[src/rtl/uart_word_sender.sv]
// Buffers wide words in a small FIFO and feeds them byte by byte, LSB first,
// to a UART transmitter using a start pulse / done-level handshake.
module uart_word_sender #(
    parameter int LONGITUD_PALABRA   = 32,
    parameter int OUTPUT_WORD_LENGTH = 8,
    parameter int FIFO_DEPTH         = 4
) (
    input  logic                          i_clock,
    input  logic                          i_reset,
    input  logic                          i_word_valid,
    input  logic [LONGITUD_PALABRA-1:0]   i_word,
    output logic                          o_word_ready,
    input  logic                          i_flush,
    input  logic                          i_tx_done,
    output logic                          o_tx_start,
    output logic [OUTPUT_WORD_LENGTH-1:0] o_data_tx,
    output logic                          o_busy,
    output logic [15:0]                   o_words_sent
);

    localparam int BYTES = LONGITUD_PALABRA / OUTPUT_WORD_LENGTH;
    localparam int PTR_W = (FIFO_DEPTH > 1) ? $clog2(FIFO_DEPTH) : 1;
    localparam int CNT_W = $clog2(FIFO_DEPTH + 1);
    localparam int IDX_W = (BYTES > 1) ? $clog2(BYTES) : 1;

    typedef enum logic [2:0] {
        IDLE      = 3'd0,
        LOAD      = 3'd1,
        START     = 3'd2,
        WAIT_LOW  = 3'd3,
        WAIT_HIGH = 3'd4
    } state_t;

    logic [LONGITUD_PALABRA-1:0]   fifo_mem_r [FIFO_DEPTH];
    logic [PTR_W-1:0]              wr_ptr_r;
    logic [PTR_W-1:0]              rd_ptr_r;
    logic [CNT_W-1:0]              count_r;
    logic [CNT_W-1:0]              count_next_s;
    logic                          ready_r;
    logic                          push_s;
    logic                          pop_s;

    state_t                        state_r;
    logic [LONGITUD_PALABRA-1:0]   shift_r;
    logic [LONGITUD_PALABRA-1:0]   shift_next_s;
    logic [IDX_W-1:0]              idx_r;
    logic                          tx_start_r;
    logic [OUTPUT_WORD_LENGTH-1:0] data_r;
    logic                          busy_r;
    logic [15:0]                   words_sent_r;

    // A flush wins over a same-cycle push; the FSM only pops while idle.
    assign push_s       = i_word_valid && ready_r && !i_flush;
    assign pop_s        = (state_r == IDLE) && (count_r != {CNT_W{1'b0}}) && !i_flush;
    assign shift_next_s = shift_r >> OUTPUT_WORD_LENGTH;

    // Next FIFO occupancy; push and pop together leave it unchanged.
    always_comb begin
        count_next_s = count_r;
        if (i_flush) begin
            count_next_s = {CNT_W{1'b0}};
        end else if (push_s && !pop_s) begin
            count_next_s = count_r + CNT_W'(1'b1);
        end else if (pop_s && !push_s) begin
            count_next_s = count_r - CNT_W'(1'b1);
        end else begin
            count_next_s = count_r;
        end
    end

    // FIFO storage; contents need no reset since occupancy guards every read.
    always_ff @(posedge i_clock) begin
        if (push_s) begin
            fifo_mem_r[wr_ptr_r] <= i_word;
        end
    end

    // FIFO pointers, occupancy and the registered ready flag.
    always_ff @(posedge i_clock or negedge i_reset) begin
        if (!i_reset) begin
            wr_ptr_r <= {PTR_W{1'b0}};
            rd_ptr_r <= {PTR_W{1'b0}};
            count_r  <= {CNT_W{1'b0}};
            ready_r  <= 1'b1;
        end else if (i_flush) begin
            wr_ptr_r <= {PTR_W{1'b0}};
            rd_ptr_r <= {PTR_W{1'b0}};
            count_r  <= {CNT_W{1'b0}};
            ready_r  <= 1'b1;
        end else begin
            if (push_s) begin
                wr_ptr_r <= wr_ptr_r + PTR_W'(1'b1);
            end
            if (pop_s) begin
                rd_ptr_r <= rd_ptr_r + PTR_W'(1'b1);
            end
            count_r <= count_next_s;
            ready_r <= (count_next_s != CNT_W'(FIFO_DEPTH));
        end
    end

    // Byte sequencer with registered start, data, busy and word counter.
    always_ff @(posedge i_clock or negedge i_reset) begin
        if (!i_reset) begin
            state_r      <= IDLE;
            shift_r      <= {LONGITUD_PALABRA{1'b0}};
            idx_r        <= {IDX_W{1'b0}};
            tx_start_r   <= 1'b0;
            data_r       <= {OUTPUT_WORD_LENGTH{1'b0}};
            busy_r       <= 1'b0;
            words_sent_r <= 16'd0;
        end else begin
            tx_start_r <= 1'b0;
            busy_r     <= (count_next_s != {CNT_W{1'b0}});
            if (i_flush) begin
                state_r <= IDLE;
                idx_r   <= {IDX_W{1'b0}};
            end else begin
                case (state_r)
                    IDLE: begin
                        if (pop_s) begin
                            shift_r <= fifo_mem_r[rd_ptr_r];
                            idx_r   <= {IDX_W{1'b0}};
                            state_r <= LOAD;
                            busy_r  <= 1'b1;
                        end else begin
                            state_r <= IDLE;
                        end
                    end
                    LOAD: begin
                        data_r     <= shift_r[OUTPUT_WORD_LENGTH-1:0];
                        tx_start_r <= 1'b1;
                        state_r    <= START;
                        busy_r     <= 1'b1;
                    end
                    START: begin
                        state_r <= WAIT_LOW;
                        busy_r  <= 1'b1;
                    end
                    WAIT_LOW: begin
                        busy_r <= 1'b1;
                        if (!i_tx_done) begin
                            state_r <= WAIT_HIGH;
                        end else begin
                            state_r <= WAIT_LOW;
                        end
                    end
                    WAIT_HIGH: begin
                        if (!i_tx_done) begin
                            state_r <= WAIT_HIGH;
                            busy_r  <= 1'b1;
                        end else if (idx_r == IDX_W'(BYTES - 1)) begin
                            words_sent_r <= words_sent_r + 16'd1;
                            state_r      <= IDLE;
                        end else begin
                            idx_r      <= idx_r + IDX_W'(1'b1);
                            shift_r    <= shift_next_s;
                            data_r     <= shift_next_s[OUTPUT_WORD_LENGTH-1:0];
                            tx_start_r <= 1'b1;
                            state_r    <= START;
                            busy_r     <= 1'b1;
                        end
                    end
                    default: begin
                        state_r <= IDLE;
                    end
                endcase
            end
        end
    end

    assign o_word_ready = ready_r;
    assign o_tx_start   = tx_start_r;
    assign o_data_tx    = data_r;
    assign o_busy       = busy_r;
    assign o_words_sent = words_sent_r;

endmodule

[config.mk]
export PLATFORM = sky130hd
export DESIGN_NAME = uart_word_sender
export DESIGN_NICKNAME = d
export VERILOG_FILES = /design/src/rtl/uart_word_sender.sv
export SDC_FILE = /design/constraint.sdc
export NUM_CORES = 1
export LEC_CHECK = 0
export ABC_AREA = 1
export BUFFER_PORTS_ARGS = -buffer_cell sky130_fd_sc_hd__buf_2
export CAP_MARGIN = 40
export CELL_PAD_IN_SITES_DETAIL_PLACEMENT = 1
export CELL_PAD_IN_SITES_GLOBAL_PLACEMENT = 1
export CORE_MARGIN = 1.5
export CORE_UTILIZATION = 40
export CTS_CLUSTER_DIAMETER = 60
export CTS_CLUSTER_SIZE = 8
export DETAILED_ROUTE_END_ITERATION = 8
export HOLD_SLACK_MARGIN = 0.02
export PLACE_DENSITY = 0.79
export SYNTH_ARGS = -nofsm -noshare
export SYNTH_HDL_FRONTEND = slang
export SYNTH_SLANG_ARGS = --single-unit
[constraint.sdc]
create_clock -name i_clock -period 3.25 [get_ports i_clock]
set_clock_uncertainty 0.2 [all_clocks]
set_input_delay 0 -clock i_clock [delete_from_list [all_inputs] [get_ports i_clock]]
set_output_delay 0 -clock i_clock [all_outputs]
set_load 0.05 [all_outputs]
==> impl_metrics.yaml, run 1 <==
outcome:
  status: "finished, final reports clean"
final_layout:
  area_delta_synth_final_pct: 18.55
  n_fill_cell: 2336
  most-common-layout-cells: "sky130_fd_sc_hd__nand2_1, sky130_fd_sc_hd__edfxtp_1, sky130_fd_sc_hd__o21ai_0"
  layout-drive-gt1-share: 0.1269
  layout.cells.most_common: "sky130_fd_sc_hd__nand2_1"
  register_area_mm2: 0.005623
  antenna_cells: 0
  finish.net_count: 963
  multiInputGateArea_mm2: 0.002385
worst_setup_path:
  criticalPathCategory: "reg2reg"
  r2r_end: "fifo_mem_r[2][14]"
  critPathSlowestCell: "sky130_fd_sc_hd__dfstp_2"
  critPathLaunchType: "register"
  stages_on_the_worst_setup_path: 5
  critPathTopFamily: "simple AND/OR/NAND/NOR gates"
  cp_max_fo: 17
  critPathCapture: "fifo_mem_r[2][14]"
  r2r_cells: 5
  timing.critical_path.arrival_ns: 2.34
  cp_slowest_stage_delay_ns: 0.54
  cp.buffers_inverters: 2
  cp_data_required_time_ns: 3.19
  timing.critical_path.from: "o_word_ready"
  cp-end-kind: "register"
  crit_chain: "nand2_1 > nor2_1 > inv_1 > nor2_4 > buf_12"
  r2r_slack_ns: 0.85
  rr_startpoint: "o_word_ready"
clocking:
  clkLatencyLatePin_ns: 0.44
  cts-buffers-inserted: 17
  cts.sinks: 199
  ctsRootBufferMaster: "sky130_fd_sc_hd__clkbuf_16"
  post-cts-setup-buffers: 0
  postCtsResizedCells: 0
  cts_max_path_buffers: 2
  clkSlewWorstSetupHoldPaths_ns: 0.07
  tritoncts: "built"
  htree_levels: 4
synthesis:
  yosysTopAreaCell: "sky130_fd_sc_hd__edfxtp_1"
  number_of_synthesized_flops_with_an_enable_pin: 128
  ys.warnings.count: 0
  synth_area_per_cell_um2: 10.30
  number_of_standard_cells_after_synthesis: 822
  synth.top_cell.area_share: 0.4538
  yosys.cell_types.count: 29
  synth.top_cells.by_area: "sky130_fd_sc_hd__edfxtp_1, sky130_fd_sc_hd__dfrtp_1, sky130_fd_sc_hd__nand2_1, sky130_fd_sc_hd__o21ai_0, sky130_fd_sc_hd__nand3_1"
  ys_seq_elements: 199
  mappedNetlistArea_mm2: 0.008471
  synth_sequential_area_ratio: 0.6637
  postSynth.asyncResetShare: 0.3568
  mappedNetlistNets: 868
  synth-main-ff-cell: "sky130_fd_sc_hd__edfxtp_1"
place:
  placement.setup.worst_slack_ns: 0.8182
  numPortBuffers: 63
  detailedPlacementHpwl_um: 12570
  place.gp.congestion: 0.7702
floorplanning:
  initial_core_utilization: 0.4055
  top_level_ports: 64
  chipHeight_um: 148.5
  core-area_mm2: 0.02089
  fp.dieArea_mm2: 0.02206
  die_w_um: 148.5
  rows: 53
power:
  p_comb_frac: 0.309
  switching_share: 0.3643
  switching_component_of_the_power_mw: 2.755
  clock_power_share: 0.257
  leakage_power_figure_nw: 4.189
  p_seq_frac: 0.434
  ir_worst_vdd_mv: 0.4310
  power.density_cell_area_mw_per_mm2: 753.0
  cell_internal_pwr_mw: 4.807
sta:
  transition_at_the_pin_with_the_smallest_max_transition_slack_ns: 0.7463
  postLayoutSetupSlackWorst_ns: 0.8516
  setup_repair_after_global_routing_missed_its_margin: "false"
  timing_max_transition_violations_final: 0
  period_share: 0.7380
  fmax_ghz: 0.4170
  slew_headroom: 0.5008
  post-route-min-period_ns: 2.398
  timing.final.setup_violations: 0
  setup-tns-final_ns: 0
  total_count_of_hold_check_failures_in_the_final_report: 0
drt:
  drt_pass1_iterations: 4
  route.detailed.wl_per_inst_um: 16.73
  antenna_left: 0
  initialDrtViolationCount: 330
  detail_route.wirelength_um: 20160
  routed-via-count: 6110
  per_cell_via_count_in_the_routed_design: 5.071
  route.detailed.drc: 0
flow_run:
  cap_viol_max_count: 0
min_path:
  hp-class: "in2reg"
  min_path_cells: 2
grt:
  first_pass_grt_wire_length_um: 33410
  number_of_antenna_violations_at_the_first_check_in_global_routing: 0
  globalRouteTotalUtil: 0.1969
  grt_max_degree: 65
  first_global_vias: 6563
  gr-total-overflow: 0
[power by group through the flow]
stage	clock network, mW	registers (mW)	logic [mW]
floorplan	0	3.47	1.44
global placement	0	3.31	2.16
detailed placement	0	3.33	2.29
CTS	1.98	3.28	2.38
global route	2.09	3.32	2.67
finish	1.94	3.28	2.34
[logic make-up (layout without fill, tap and decap cells)]
family | Yosys count | count (layout) | share of synthesized area
flip-flops | 199 | 199 | 0.6637
AO/OA/AOI/OAI | 126 | 126 | 0.07740
XOR/XNOR | 12 | 12 | 0.01241
AND/OR/NAND/NOR | 360 | 360 | 0.1758
buffers and inverters | 116 | 224 | 0.05746
adder cells (fa/ha/maj) | 9 | 9 | 0.01329
[layer usage]
metal / GRT usage / wire length, um
met1: 0.2374 / 8484
met2: 0.3505 / 10480
met3: 0.03405 / 711
met4: 0.07624 / 483
met5: 0 / 0
[flip-flops by register name (all words and copies together), names as in the netlist, 2 cells and up]
name / flops
rd_ptr_r: 2
o_data_tx: 8
o_words_sent: 16
wr_ptr_r: 2
count_r: 3
fifo_mem_r: 128
shift_r: 32
state_r: 3
idx_r: 2
[cell usage after synthesis, types with 2 or more instances]
cell type                  instances
sky130_fd_sc_hd__a21oi_1           5
sky130_fd_sc_hd__buf_2            15
sky130_fd_sc_hd__buf_4             4
sky130_fd_sc_hd__buf_6             2
sky130_fd_sc_hd__clkbuf_1         15
sky130_fd_sc_hd__dfrtp_1          70
sky130_fd_sc_hd__edfxtp_1        128
sky130_fd_sc_hd__ha_1              9
sky130_fd_sc_hd__inv_1            77
sky130_fd_sc_hd__nand2_1         206
sky130_fd_sc_hd__nand3_1          73
sky130_fd_sc_hd__nand4_1           6
sky130_fd_sc_hd__nor2_1           65
sky130_fd_sc_hd__nor3_1            6
sky130_fd_sc_hd__o21ai_0         102
sky130_fd_sc_hd__o21ai_1           8
sky130_fd_sc_hd__o22ai_1           9
sky130_fd_sc_hd__xnor2_1           3
sky130_fd_sc_hd__xor2_1            9
[area by class of cell]
class / instances / area share
sequential: 199 / 0.5599
multi-input combinational: 507 / 0.2375
timing repair buffer: 113 / 0.08547
clock buffer: 21 / 0.04386
tap: 275 / 0.03426
inverter: 79 / 0.02978
clock inverter: 11 / 0.009220
[metrics by stage]
step / cells / instance area (um^2) / hold slack [ns] / utilization / power (mW)
2_1_floorplan: 822 / 8471 / -0.4956 / - / 4.906
3_3_place_gp: 1132 / 9061 / 0.007023 / 0.4338 / 5.475
3_5_place_dp: 1134 / 9109 / -0.2305 / 0.4361 / 5.620
4_1_cts: 1205 / 10040 / 0.1010 / 0.4807 / 7.641
5_1_grt: 1205 / 10040 / 0.1137 / 0.4807 / 8.072
6_report: 1205 / 10040 / 0.1126 / 0.4807 / 7.562
[repair_timing]
item | CTS | global route
hold buffers | 39 | 0
hold endpoints to repair | 227 | 0
setup endpoints to repair | 0 | 0
[worst min path at each step]
stage	startpoint	endpoint	slack (ns)
after floorplan	i_reset	count_r[0]	-0.50
after global placement	i_reset	o_data_tx[1]	0.007
after detailed placement	i_reset	o_data_tx[1]	-0.23
after CTS	i_word[23]	fifo_mem_r[3][23]	0.10
after global routing	i_word[23]	fifo_mem_r[3][23]	0.11
final	i_word[23]	fifo_mem_r[0][23]	0.11
Power figures use the tool's default switching activity.
==> inputs of run 2 (changes only) <==
--- a/config.mk
+++ b/config.mk
@@ -16,7 +16,7 @@
 export CTS_CLUSTER_SIZE = 8
 export DETAILED_ROUTE_END_ITERATION = 8
 export HOLD_SLACK_MARGIN = 0.02
-export PLACE_DENSITY = 0.79
+export PLACE_DENSITY = 0.81
 export SYNTH_ARGS = -nofsm -noshare
 export SYNTH_HDL_FRONTEND = slang
 export SYNTH_SLANG_ARGS = --single-unit
==> constraint.sdc (replaced) <==
create_clock -name i_clock -period 1.95 [get_ports i_clock]
set_clock_uncertainty 0.2 [all_clocks]
set_input_delay 0 -clock i_clock [delete_from_list [all_inputs] [get_ports i_clock]]
set_output_delay 0 -clock i_clock [all_outputs]
set_load 0.05 [all_outputs]
==> impl_metrics.yaml, run 2 (synthesis gave the netlist of run 1 again) <==
place:
  placement.setup.worst_slack_ns: 0.02983
  place.gp.congestion: 0.7795
  numPortBuffers: 63
  detailed_place.area_mm2: 0.009325
  detailedPlacementHpwl_um: 13440
grt:
  globalRouteTotalUtil: 0.2053
  number_of_antenna_violations_at_the_first_check_in_global_routing: 0
  first_pass_grt_wire_length_um: 34670
  first_global_vias: 6708
  grt_max_degree: 49
  gr-total-overflow: 0
final_layout:
  utilization: 0.4964
  finish.net_count: 978
  antenna_cells: 0
  layout-drive-gt1-share: 0.1494
  fin_area_mm2: 0.01037
  largest_register_ffs: 128
  regMostFlops: "fifo_mem_r"
  most-common-layout-cells: "sky130_fd_sc_hd__nand2_1, sky130_fd_sc_hd__edfxtp_1, sky130_fd_sc_hd__o21ai_0"
  area_delta_synth_final_pct: 22.42
  layout.cells.most_common: "sky130_fd_sc_hd__nand2_1"
clocking:
  cts_max_path_buffers: 2
  tritoncts: "built"
  htree_levels: 4
  cts.sinks: 199
  ctsRootBufferMaster: "sky130_fd_sc_hd__clkbuf_16"
  clkLatencyLatePin_ns: 0.44
  cts-buffers-inserted: 17
  clkSlewWorstSetupHoldPaths_ns: 0.07
drt:
  antenna_left: 0
  initialDrtViolationCount: 387
  per_cell_via_count_in_the_routed_design: 5.160
  route.detailed.wl_per_inst_um: 17.89
  route.detailed.drc: 0
  drt_pass1_iterations: 5
  routed-via-count: 6290
  detail_route.wirelength_um: 21800
floorplanning:
  rows: 53
  fp.dieArea_mm2: 0.02206
  chipHeight_um: 148.5
  initial_core_utilization: 0.4055
  die_w_um: 148.5
  core-area_mm2: 0.02089
  top_level_ports: 64
worst_setup_path:
  cp_data_required_time_ns: 2.07
  timing.critical_path.arrival_ns: 2.07
  cp_max_fo: 16
  cp-end-kind: "register"
  criticalPathCategory: "reg2reg"
  critPathLaunchType: "register"
power:
  power.density_cell_area_mw_per_mm2: 1270
  leakage_power_figure_nw: 4.320
  design_power_total_mw: 13.17
  ir_worst_vdd_mv: 0.8771
sta:
  timing.final.setup_violations: 1
  finalHoldWorstSlack_ns: 0.1068
  slew_headroom: 0.5283
  period_share: 1.000
  postLayoutSetupSlackWorst_ns: -0.0004923
  fmax_ghz: 0.5127
  timing_max_transition_violations_final: 0
  total_count_of_hold_check_failures_in_the_final_report: 0
  post-route-min-period_ns: 1.950
  transition_at_the_pin_with_the_smallest_max_transition_slack_ns: 0.7053
flow_run:
  cap_viol_max_count: 0
outcome:
  violations: "setup timing"
  status: "finished, violations left"
min_path:
  hp-class: "in2reg"
[run 2: cell types whose count changed in the layout (fill, tap and decap cells not counted), sizes merged]
cell / before / now
buf: 75 / 89
inv: 84 / 81
bufinv: 0 / 2
clkinv: 4 / 5
[run 2: final cells by class]
| cell class | instances | area, um^2 |
|---|---|---|
| inverters | 79 | 304.0 |
| flip-flops and latches | 199 | 5624 |
| clock inverters | 11 | 123.9 |
| well taps | 275 | 344.1 |
| repair buffers | 128 | 1099 |
| clock buffers | 20 | 436.7 |
| multi-input cells | 507 | 2439 |
| fillers | 2299 | 10520 |
[run 2: worst paths after layout]
path,to,start,slack (ns),cells past startpoint
setup / recovery,shift_r[3],state_r[0],-0.0005,8
hold / removal,fifo_mem_r[3][11],i_word[11],0.11,2
setup reg to reg,shift_r[3],state_r[0],-0.0005,8
hold reg to reg,o_data_tx[1],o_data_tx[1],0.28,2
max in group asynchronous,o_data_tx[4],i_reset,0.62,3
min in group asynchronous,o_words_sent[9],i_reset,0.49,3
[run 2: through the flow]
stage               setup TNS (ns)  std cells
floorplan                   -24.77        822
global placement                 0       1146
detailed placement               0       1146
CTS                        -0.1133       1216
global route               -0.1243       1219
finish                  -0.0004923       1219
[run 2: timing repair]
action | in CTS | in global routing
gates cloned | 1 | 1
hold endpoints to repair | 226 | 0
pin swaps | 0 | 2
buffers inserted | 0 | 2
resized for setup | 3 | 8
hold buffers | 38 | 0
setup endpoints to repair | 4 | 56
[run 2: layer usage]
| layer | share of wire | GRT usage | vias to the layer above |
|---|---|---|---|
| li1 | - | - | 2969 |
| met2 | 0.53 | 0.3667 | 127 |
| met5 | 0 | 0 | - |
| met4 | 0.023 | 0.08119 | 0 |
| met1 | 0.42 | 0.2457 | 3156 |
| met3 | 0.034 | 0.03589 | 38 |
[run 2: critical path: stages (launching register included)]
cell and delay (ns):
sky130_fd_sc_hd__dfrtp_1 0.46, sky130_fd_sc_hd__nor2_4 0.19, sky130_fd_sc_hd__nand2_4 0.16, sky130_fd_sc_hd__o21ai_2 0.21
sky130_fd_sc_hd__a21oi_4 0.06, sky130_fd_sc_hd__buf_4 0.17, sky130_fd_sc_hd__clkbuf_16 0.18, sky130_fd_sc_hd__nand2_1 0.09
sky130_fd_sc_hd__o21ai_0 0.09
[run 2: report_power, final]
part | leakage (nW) | total (mW) | switching (mW) | internal (mW)
combinational | 2.03 | 4.25 | 2.86 | 1.38
clock | 0.266 | 3.45 | 1.56 | 1.89
sequential | 2.03 | 5.47 | 0.303 | 5.17
==> inputs of run 3 (changes only) <==
--- a/config.mk
+++ b/config.mk
@@ -11,12 +11,12 @@
 export CELL_PAD_IN_SITES_DETAIL_PLACEMENT = 1
 export CELL_PAD_IN_SITES_GLOBAL_PLACEMENT = 1
 export CORE_MARGIN = 1.5
-export CORE_UTILIZATION = 40
+export CORE_UTILIZATION = 43
 export CTS_CLUSTER_DIAMETER = 60
 export CTS_CLUSTER_SIZE = 8
 export DETAILED_ROUTE_END_ITERATION = 8
 export HOLD_SLACK_MARGIN = 0.02
-export PLACE_DENSITY = 0.81
+export PLACE_DENSITY = 0.86
 export SYNTH_ARGS = -nofsm -noshare
 export SYNTH_HDL_FRONTEND = slang
 export SYNTH_SLANG_ARGS = --single-unit
==> impl_metrics.yaml, run 3 (synthesis gave the netlist of run 1 again) <==
drt:
  per_cell_via_count_in_the_routed_design: 5.321
  detail_route.wirelength_um: 23560
  route.detailed.wl_per_inst_um: 19.34
  drt_pass1_iterations: 5
  routed-via-count: 6481
  route.detailed.drc: 0
  initialDrtViolationCount: 425
  antenna_left: 0
power:
  clock_power_share: 0.274
  p_seq_frac: 0.398
  switching_share: 0.3633
  switching_component_of_the_power_mw: 5.017
  leakage_power_figure_nw: 4.405
  p_comb_frac: 0.328
  cell_internal_pwr_mw: 8.794
  power.density_cell_area_mw_per_mm2: 1313
  ir_worst_vdd_mv: 0.8393
floorplanning:
  rows: 51
  core-area_mm2: 0.01940
  die_w_um: 143.4
  fp.dieArea_mm2: 0.02055
  initial_core_utilization: 0.4367
  top_level_ports: 64
  chipHeight_um: 143.4
final_layout:
  finish.net_count: 986
  n_fill_cell: 2142
  regMostFlops: "fifo_mem_r"
  post_layout_nonfiller_instances: 1218
  fin_area_mm2: 0.01052
  area_delta_synth_final_pct: 24.14
  antenna_cells: 0
  layout.cells.most_common: "sky130_fd_sc_hd__nand2_1"
  most-common-layout-cells: "sky130_fd_sc_hd__nand2_1, sky130_fd_sc_hd__edfxtp_1, sky130_fd_sc_hd__o21ai_0"
  layout-drive-gt1-share: 0.1637
  largest_register_ffs: 128
min_path:
  hp-class: "in2reg"
  hold_path_startpoint: "i_word[13]"
grt:
  gr-total-overflow: 0
  number_of_antenna_violations_at_the_first_check_in_global_routing: 0
  globalRouteTotalUtil: 0.2277
  first_global_vias: 6891
  grt_max_degree: 65
  first_pass_grt_wire_length_um: 35260
worst_setup_path:
  criticalPathCategory: "reg2reg"
  rr_startpoint: "state_r[0]"
  cp_max_fo: 32
  timing.critical_path.arrival_ns: 2.15
  cp_data_required_time_ns: 2.09
  cp-end-kind: "register"
  timing.critical_path.from: "state_r[0]"
  critPathLaunchType: "register"
sta:
  timing.final.setup_violations: 2
  postLayoutSetupSlackWorst_ns: -0.05790
  timing_max_transition_violations_final: 0
  period_share: 1.030
  fmax_ghz: 0.4980
  total_count_of_hold_check_failures_in_the_final_report: 0
  transition_at_the_pin_with_the_smallest_max_transition_slack_ns: 0.5008
  slew_headroom: 0.6658
  post-route-min-period_ns: 2.008
clocking:
  ctsRootBufferMaster: "sky130_fd_sc_hd__clkbuf_16"
  tritoncts: "built"
  cts-buffers-inserted: 17
  clkSlewWorstSetupHoldPaths_ns: 0.07
  cts_max_path_buffers: 2
  cts.sinks: 199
  clkLatencyLatePin_ns: 0.45
  htree_levels: 4
place:
  detailed_place.area_mm2: 0.009318
  place.detailed.instances: 1140
  placement.setup.worst_slack_ns: -0.01615
  numPortBuffers: 63
  place.gp.congestion: 0.8038
  detailedPlacementHpwl_um: 13520
flow_run:
  cap_viol_max_count: 0
outcome:
  violations: "setup timing"
  status: "finished, violations left"
[run 3: cell count changes in the layout (fill, tap and decap cells not counted), sizes merged]
cell      change
bufinv        +2
clkbuf        -1
buf           +5
clkinv        -1
clkinvlp      +2
inv           +2
[run 3: worst paths after layout]
| check | to | slack (ns) | cells after the start |
|---|---|---|---|
| max | shift_r[6] | -0.06 | 8 |
| min | fifo_mem_r[3][13] | 0.10 | 2 |
| max reg2reg | shift_r[6] | -0.06 | 8 |
| min reg2reg | o_data_tx[4] | 0.28 | 2 |
| max in group asynchronous | shift_r[1] | 0.15 | 4 |
| min in group asynchronous | o_words_sent[11] | 0.49 | 4 |
[run 3: through the flow]
stage / power [mW] / utilization / setup TNS, ns / hold slack [ns]
2_1_floorplan: 8.201 / - / -24.77 / -0.4956
3_3_place_gp: 9.257 / 0.4803 / 0 / -0.2823
3_5_place_dp: 9.484 / 0.4803 / -0.01615 / -0.2697
4_1_cts: 13.37 / 0.5323 / 0 / 0.09326
5_1_grt: 14.50 / 0.5421 / -0.6167 / 0.1049
6_report: 13.81 / 0.5421 / -0.06596 / 0.1028
[run 3: power by group through the flow]
| stage | Sequential [mW] | Clock [mW] | Combinational (mW) |
|---|---|---|---|
| 6_report | 5.49 | 3.78 | 4.54 |
| 5_1_grt | 5.54 | 3.96 | 5.00 |
| 4_1_cts | 5.45 | 3.80 | 4.12 |
| 3_5_place_dp | 5.53 | 0 | 3.95 |
| 3_3_place_gp | 5.49 | 0 | 3.77 |
| 2_1_floorplan | 5.78 | 0 | 2.42 |
[run 3: area by class of cell]
type	instances	area (um^2)	area share
flip-flops and latches	199	5624	0.5349
multi-input cells	507	2457	0.2337
clock inverters	15	198.9	0.01892
repair inverters	1	7.507	0.0007139
well taps	265	331.6	0.03153
inverters	79	304.0	0.02891
clock buffers	17	425.4	0.04046
repair buffers	135	1166	0.1109
[run 3: timing repair]
action                                 CTS  global route
setup endpoints to repair                2            56
endpoints found under the hold margin  224             0
pin swaps                                0             3
gates cloned                             0             4
hold buffers                            38             0
buffers inserted                         0             4
resized for setup                        1            13
[run 3: worst max-delay path: stages (launching register included)]
cell	delay, ns
sky130_fd_sc_hd__dfrtp_1	0.45
sky130_fd_sc_hd__nor2_4	0.18
sky130_fd_sc_hd__nand2_4	0.11
sky130_fd_sc_hd__buf_4	0.22
sky130_fd_sc_hd__a21oi_4	0.18
sky130_fd_sc_hd__buf_12	0.15
sky130_fd_sc_hd__clkbuf_16	0.21
sky130_fd_sc_hd__nand2_1	0.10
sky130_fd_sc_hd__o21ai_0	0.11
[run 3: layer usage]
layer  global-route usage  routed length (um)  up-vias  share of wire
met4              0.09936                 651        0          0.028
met1               0.2637                9300     3256           0.39
met3              0.04265                 899       56          0.038
met2               0.4116               12700      188           0.54
met5                    0                   0        -              0
li1                     -                   -     2981              -
